## config.mk

```make
export PLATFORM = sky130hd
export DESIGN_NAME = encoder_8_3_seq
export DESIGN_NICKNAME = d
export VERILOG_FILES = /design/src/rtl/encoder_8_3_seq_pkg.sv /design/src/rtl/pri_enc_8_3.sv /design/src/rtl/encoder_8_3_seq.sv
export SDC_FILE = /design/constraint.sdc
export NUM_CORES = 1
export LEC_CHECK = 0
export BUFFER_PORTS_ARGS = -buffer_cell sky130_fd_sc_hd__buf_2
export CAP_MARGIN = 10
export CORE_MARGIN = 2
export CORE_UTILIZATION = 52
export CTS_BUF_LIST = sky130_fd_sc_hd__clkbuf_4 sky130_fd_sc_hd__clkbuf_8
export DETAILED_ROUTE_END_ITERATION = 16
export GPL_TIMING_DRIVEN = 1
export MAX_ROUTING_LAYER = met4
export PLACE_DENSITY = 0.85
export SLEW_MARGIN = 10
export SYNTH_ARGS = -nofsm -noshare
export SYNTH_HDL_FRONTEND = slang
export SYNTH_HIERARCHICAL = 1
export SYNTH_SLANG_ARGS = --single-unit
export TNS_END_PERCENT = 30
```

## constraint.sdc

```tcl
create_clock -name clk -period 2 [get_ports clk]
set_clock_uncertainty 0.1 [all_clocks]
set_input_delay 0.4 -clock clk [delete_from_list [all_inputs] [get_ports clk]]
set_output_delay 0.4 -clock clk [all_outputs]
set_load 0.05 [all_outputs]
```

## src/rtl/encoder_8_3_seq_pkg.sv

```systemverilog
// Shared types and constants for the sequential 8-to-3 encoder.
// The encoder reports the index of each set request bit, one code at a time.
package encoder_8_3_seq_pkg;

  localparam int unsigned N_IN   = 8;
  localparam int unsigned CODE_W = $clog2(N_IN);

  typedef enum logic {
    StIdle  = 1'b0,
    StDrain = 1'b1
  } state_e;

  // One-hot mask for a code; the same mapping decoder_3_8 uses.
  function automatic logic [N_IN-1:0] code_to_mask(input logic [CODE_W-1:0] code);
    logic [N_IN-1:0] mask;
    mask       = '0;
    mask[code] = 1'b1;
    return mask;
  endfunction

endpackage

```

## src/rtl/pri_enc_8_3.sv

```systemverilog
// Combinational MSB-first priority encoder.
// It also reports whether any bit is set and whether exactly one bit is set.
module pri_enc_8_3
  import encoder_8_3_seq_pkg::*;
(
  input  logic [N_IN-1:0]   vec,
  output logic [CODE_W-1:0] code,
  output logic              any,
  output logic              single
);

  // The ascending scan lets the highest set bit win.
  always_comb begin
    code = '0;
    for (int unsigned i = 0; i < N_IN; i++) begin
      if (vec[i]) begin
        code = i[CODE_W-1:0];
      end
    end
  end

  assign any    = |vec;
  assign single = any && ((vec & (vec - 1'b1)) == '0);

endmodule

```

## src/rtl/encoder_8_3_seq.sv

```systemverilog
// Sequential 8-to-3 encoder: loads a request vector and then emits the index of every set bit.
// Codes come out highest bit first, one per handshake.
module encoder_8_3_seq
  import encoder_8_3_seq_pkg::*;
(
  input  logic              clk,
  input  logic              rst,
  input  logic [N_IN-1:0]   req_in,
  input  logic              req_valid,
  output logic              req_ready,
  output logic [CODE_W-1:0] code_out,
  output logic              code_valid,
  input  logic              code_ready,
  output logic              code_last,
  output logic              zero_err
);

  state_e            state_q, state_d;
  logic [N_IN-1:0]   pending_q, pending_d, pending_next;
  logic [CODE_W-1:0] code_q, code_d;
  logic              valid_q, valid_d;
  logic              last_q, last_d;
  logic              zero_err_q, zero_err_d;

  logic [CODE_W-1:0] load_code, drain_code;
  logic              load_any, load_single, drain_any, drain_single;
  logic              handshake;

  assign handshake    = valid_q & code_ready;
  assign pending_next = pending_q & ~code_to_mask(code_q);

  pri_enc_8_3 u_load_enc (
    .vec    (req_in),
    .code   (load_code),
    .any    (load_any),
    .single (load_single)
  );

  pri_enc_8_3 u_drain_enc (
    .vec    (pending_next),
    .code   (drain_code),
    .any    (drain_any),
    .single (drain_single)
  );

  always_comb begin
    state_d    = state_q;
    pending_d  = pending_q;
    code_d     = code_q;
    valid_d    = valid_q;
    last_d     = last_q;
    zero_err_d = 1'b0;

    unique case (state_q)
      StIdle: begin
        if (req_valid) begin
          if (load_any) begin
            state_d   = StDrain;
            pending_d = req_in;
            code_d    = load_code;
            valid_d   = 1'b1;
            last_d    = load_single;
          end else begin
            zero_err_d = 1'b1;
          end
        end
      end
      StDrain: begin
        // req_valid is deliberately ignored until the vector is fully drained.
        if (handshake) begin
          pending_d = pending_next;
          if (drain_any) begin
            code_d = drain_code;
            last_d = drain_single;
          end else begin
            state_d = StIdle;
            valid_d = 1'b0;
            last_d  = 1'b0;
          end
        end
      end
    endcase
  end

  always_ff @(posedge clk or posedge rst) begin
    if (rst) begin
      state_q    <= StIdle;
      pending_q  <= '0;
      code_q     <= '0;
      valid_q    <= 1'b0;
      last_q     <= 1'b0;
      zero_err_q <= 1'b0;
    end else begin
      state_q    <= state_d;
      pending_q  <= pending_d;
      code_q     <= code_d;
      valid_q    <= valid_d;
      last_q     <= last_d;
      zero_err_q <= zero_err_d;
    end
  end

  assign req_ready  = (state_q == StIdle);
  assign code_out   = code_q;
  assign code_valid = valid_q;
  assign code_last  = last_q;
  assign zero_err   = zero_err_q;

endmodule

```

==> metrics.md <==
| Metric | Value |
|---|---|
| Fin. max-slew vios | 0 |
| Slew margin rel. | 0.608 |
| Initial antenna violation count | 0 |
| WP depth | 6 |
| TritonCTS clock tree | yes |
| Min cycle time layout | 2080 ps |
| Synth-to-layout area growth | 36.5% |
| Seq/Total Area, Yosys | 0.312 |
| Area post-placement | 1420 um2 |
| Core area | 2190 um2 |
| # nets final | 190 |
| Final WL | 3.67 mm |
| PortBufs | 18 |
| CTS Root Cell | clkbuf_4 |
| Die Area | 2720 um2 |
| Largest net degree at the start of global routing | 16 |
| Vias per cell | 6.35 |
| DRC Markers | 0 |
| GP Congestion | 0.878 |
| Yosys cell types | 37 |
| Crit-path cells | nand3b_1, and2_4, nor4_4, nand2_2, a21oi_4, mux2_4 |
| DIE HEIGHT | 52.1 um |
| Maximum clock path buffer count | 2 |
| Clock insertion delay at the later pin of the skew report | 290 ps |
| Setup violators final | 4 |
| Most frequent cells in the layout | buf_4, buf_2, dfrtp_1 |
| Power per Cell Area | 1490 nW/um2 |
| Worst min path class | in -> async |
| Worst endpoint required time | 2080 ps |
| Arrival time at the worst endpoint | 2160 ps |
| First-pass GRT wire length | 5.52 mm |
| Routed vias | 1302 |
| Power, Total | 2.44 mW |
| Slew @ Worst Pin | 587 ps |
| Crit start category | flop |
| Worst-path clk slew | 100 ps |
| Crit-path max FO | 6 |
| Crit path buffers/inverters | 0 |
| Post-route ant nets | 0 |
| N_diodes | 0 |
| Syn Nets | 151 |
| Worst setup slack after layout | -78.8 ps |
| Total global-route track usage | 0.283 |
| Die width | 52.1 um |
| Slowest stage delay, CP | 460 ps |
| Routed len/inst | 17.9 um |
| CTS H-Tree Depth | 1 |
| Crit Path Category | reg -> reg |
| RSZ-0062 raised after global routing | true |
| Max cap viols | 0 |
| Num CTS Buffers | 3 |
| Row Count | 17 |
| WHS | 53.5 ps |
| Cells after Synth | 139 |
| Starting DRT DRC Count | 59 |
| Failing checks | negative setup slack |
| Worst vdd rail ir drop | 0.946 mV |
| Reg2reg path depth | 6 |
| Syn Area/Cell | 8.66 um2 |
| Hold_buf cts | 0 |
| Post-route clock period utilization | 1.04 |
| Cell Area, Synth | 1200 um2 |
| Crit-path leading delay family | simple AND/OR/NAND/NOR gates |
| Most common cell after layout, fill and taps aside | buf_4 |
| Post-DP HPWL | 2.44 mm |
| Yosys top cell by area | dfrtp_1 |
| Initial core utilization | 0.549 |
| Top cell type's share of synthesized area | 0.312 |
| Fmax | 0.481 GHz |
| Synth warn | 6 |
| Largest cells by area after synthesis | dfrtp_1, nor4b_1, nor4_2 |
| Final hold violation count | 0 |
| Drt pass-1 iters | 4 |
| Flop-to-flop setup slack | -80 ps |
| Vias in the first global route | 1246 |
| Clock sink count | 15 |
| Worst Setup End Kind | flop |
| Yosys reg bits | 15 |
| Share of layout cells above drive strength 1 | 0.486 |
| Leakage power | 0.696 nW |
| Critical path's slowest cell | dfrtp_2 |
| Outcome | complete, but fails checks |
| Top Ports | 19 |
| Post-route cell area | 1640 um2 |
| GR Overflow Total | 0 |
registers in the layout, summed over array words and instances, names as in the netlist:
signal      count
code_out        3
code_valid      1
state_q         1
pending_q       8
code_last       1
zero_err        1
cells in the mapped netlist:
library cell / n
nor3b_1: 1
and3_1: 2
a21oi_1: 9
a41oi_1: 1
clkbuf_1: 1
buf_2: 4
inv_1: 6
o21bai_1: 2
a31oi_2: 3
nand3b_1: 3
a21oi_2: 5
o2bb2ai_1: 2
buf_6: 1
nor4b_1: 8
nand2b_1: 4
mux2i_1: 1
nor2_1: 9
o21ai_0: 6
buf_4: 2
or2_1: 1
o21a_1: 2
and3b_4: 1
nor4_2: 4
and2_1: 4
a31oi_1: 3
nor2b_1: 4
nor3_1: 7
o211ai_1: 2
dfrtp_1: 15
nand3_1: 3
mux2_2: 3
nand2_1: 9
o21ai_1: 2
a211o_1: 1
mux2_1: 3
o31a_1: 1
a211oi_1: 4
per-stage QoR:
stage          setup slack, ps   util  instances  setup TNS (ps)
2_1_floorplan             -243      -        139            -896
3_3_place_gp             -44.3  0.648        194            -138
3_5_place_dp              -168  0.648        194            -542
4_1_cts                  -24.1  0.716        202           -70.5
5_1_grt                   -130  0.750        205            -518
6_report                 -78.8  0.750        205            -272
power breakdown:
part           total, mW  internal [mW]  switching (mW)
registers          0.574          0.429           0.145
logic               1.69          0.803           0.885
clock network      0.179         0.0743           0.105
repair_timing:
action	in CTS	in global routing
pin swaps	8	9
buffers inserted	4	3
endpoints found under the setup margin	4	6
resized for setup	23	13
metal layers:
| metal | wire [um] | global-route usage | vias to the layer above | part of all wire |
|---|---|---|---|---|
| li1 | - | - | 593 | - |
| met4 | 33 | 0.0746 | 0 | 0.0090 |
| met2 | 1930 | 0.496 | 62 | 0.53 |
| met1 | 1490 | 0.329 | 643 | 0.40 |
| met3 | 219 | 0.0575 | 4 | 0.060 |
| met5 | 0 | - | - | 0 |
worst paths after layout:
kind                               from            to
min in group clk             code_ready    code_valid
min                                 rst  pending_q[0]
min reg2reg                pending_q[6]  pending_q[6]
max                         code_out[2]   code_out[0]
max in group asynchronous           rst   code_out[1]
max reg2reg                 code_out[2]   code_out[0]
area by class of cell:
type | instances | area [um2]
multi-input combinational | 110 | 893
clock inverter | 1 | 5.00
fill | 151 | 548
timing repair buffer | 42 | 285
inverter | 6 | 22.5
sequential | 15 | 379
clock buffer | 3 | 22.5
tap | 28 | 35.0
kinds of logic after synthesis:
| logic type | synth area share |
|---|---|
| flip-flops | 0.312 |
| buffers and inverters | 0.0603 |
| AND/OR/NAND/NOR | 0.311 |
| multiplexers | 0.0644 |
| AO/OA/AOI/OAI | 0.253 |
Power figures use the tool's default switching activity.
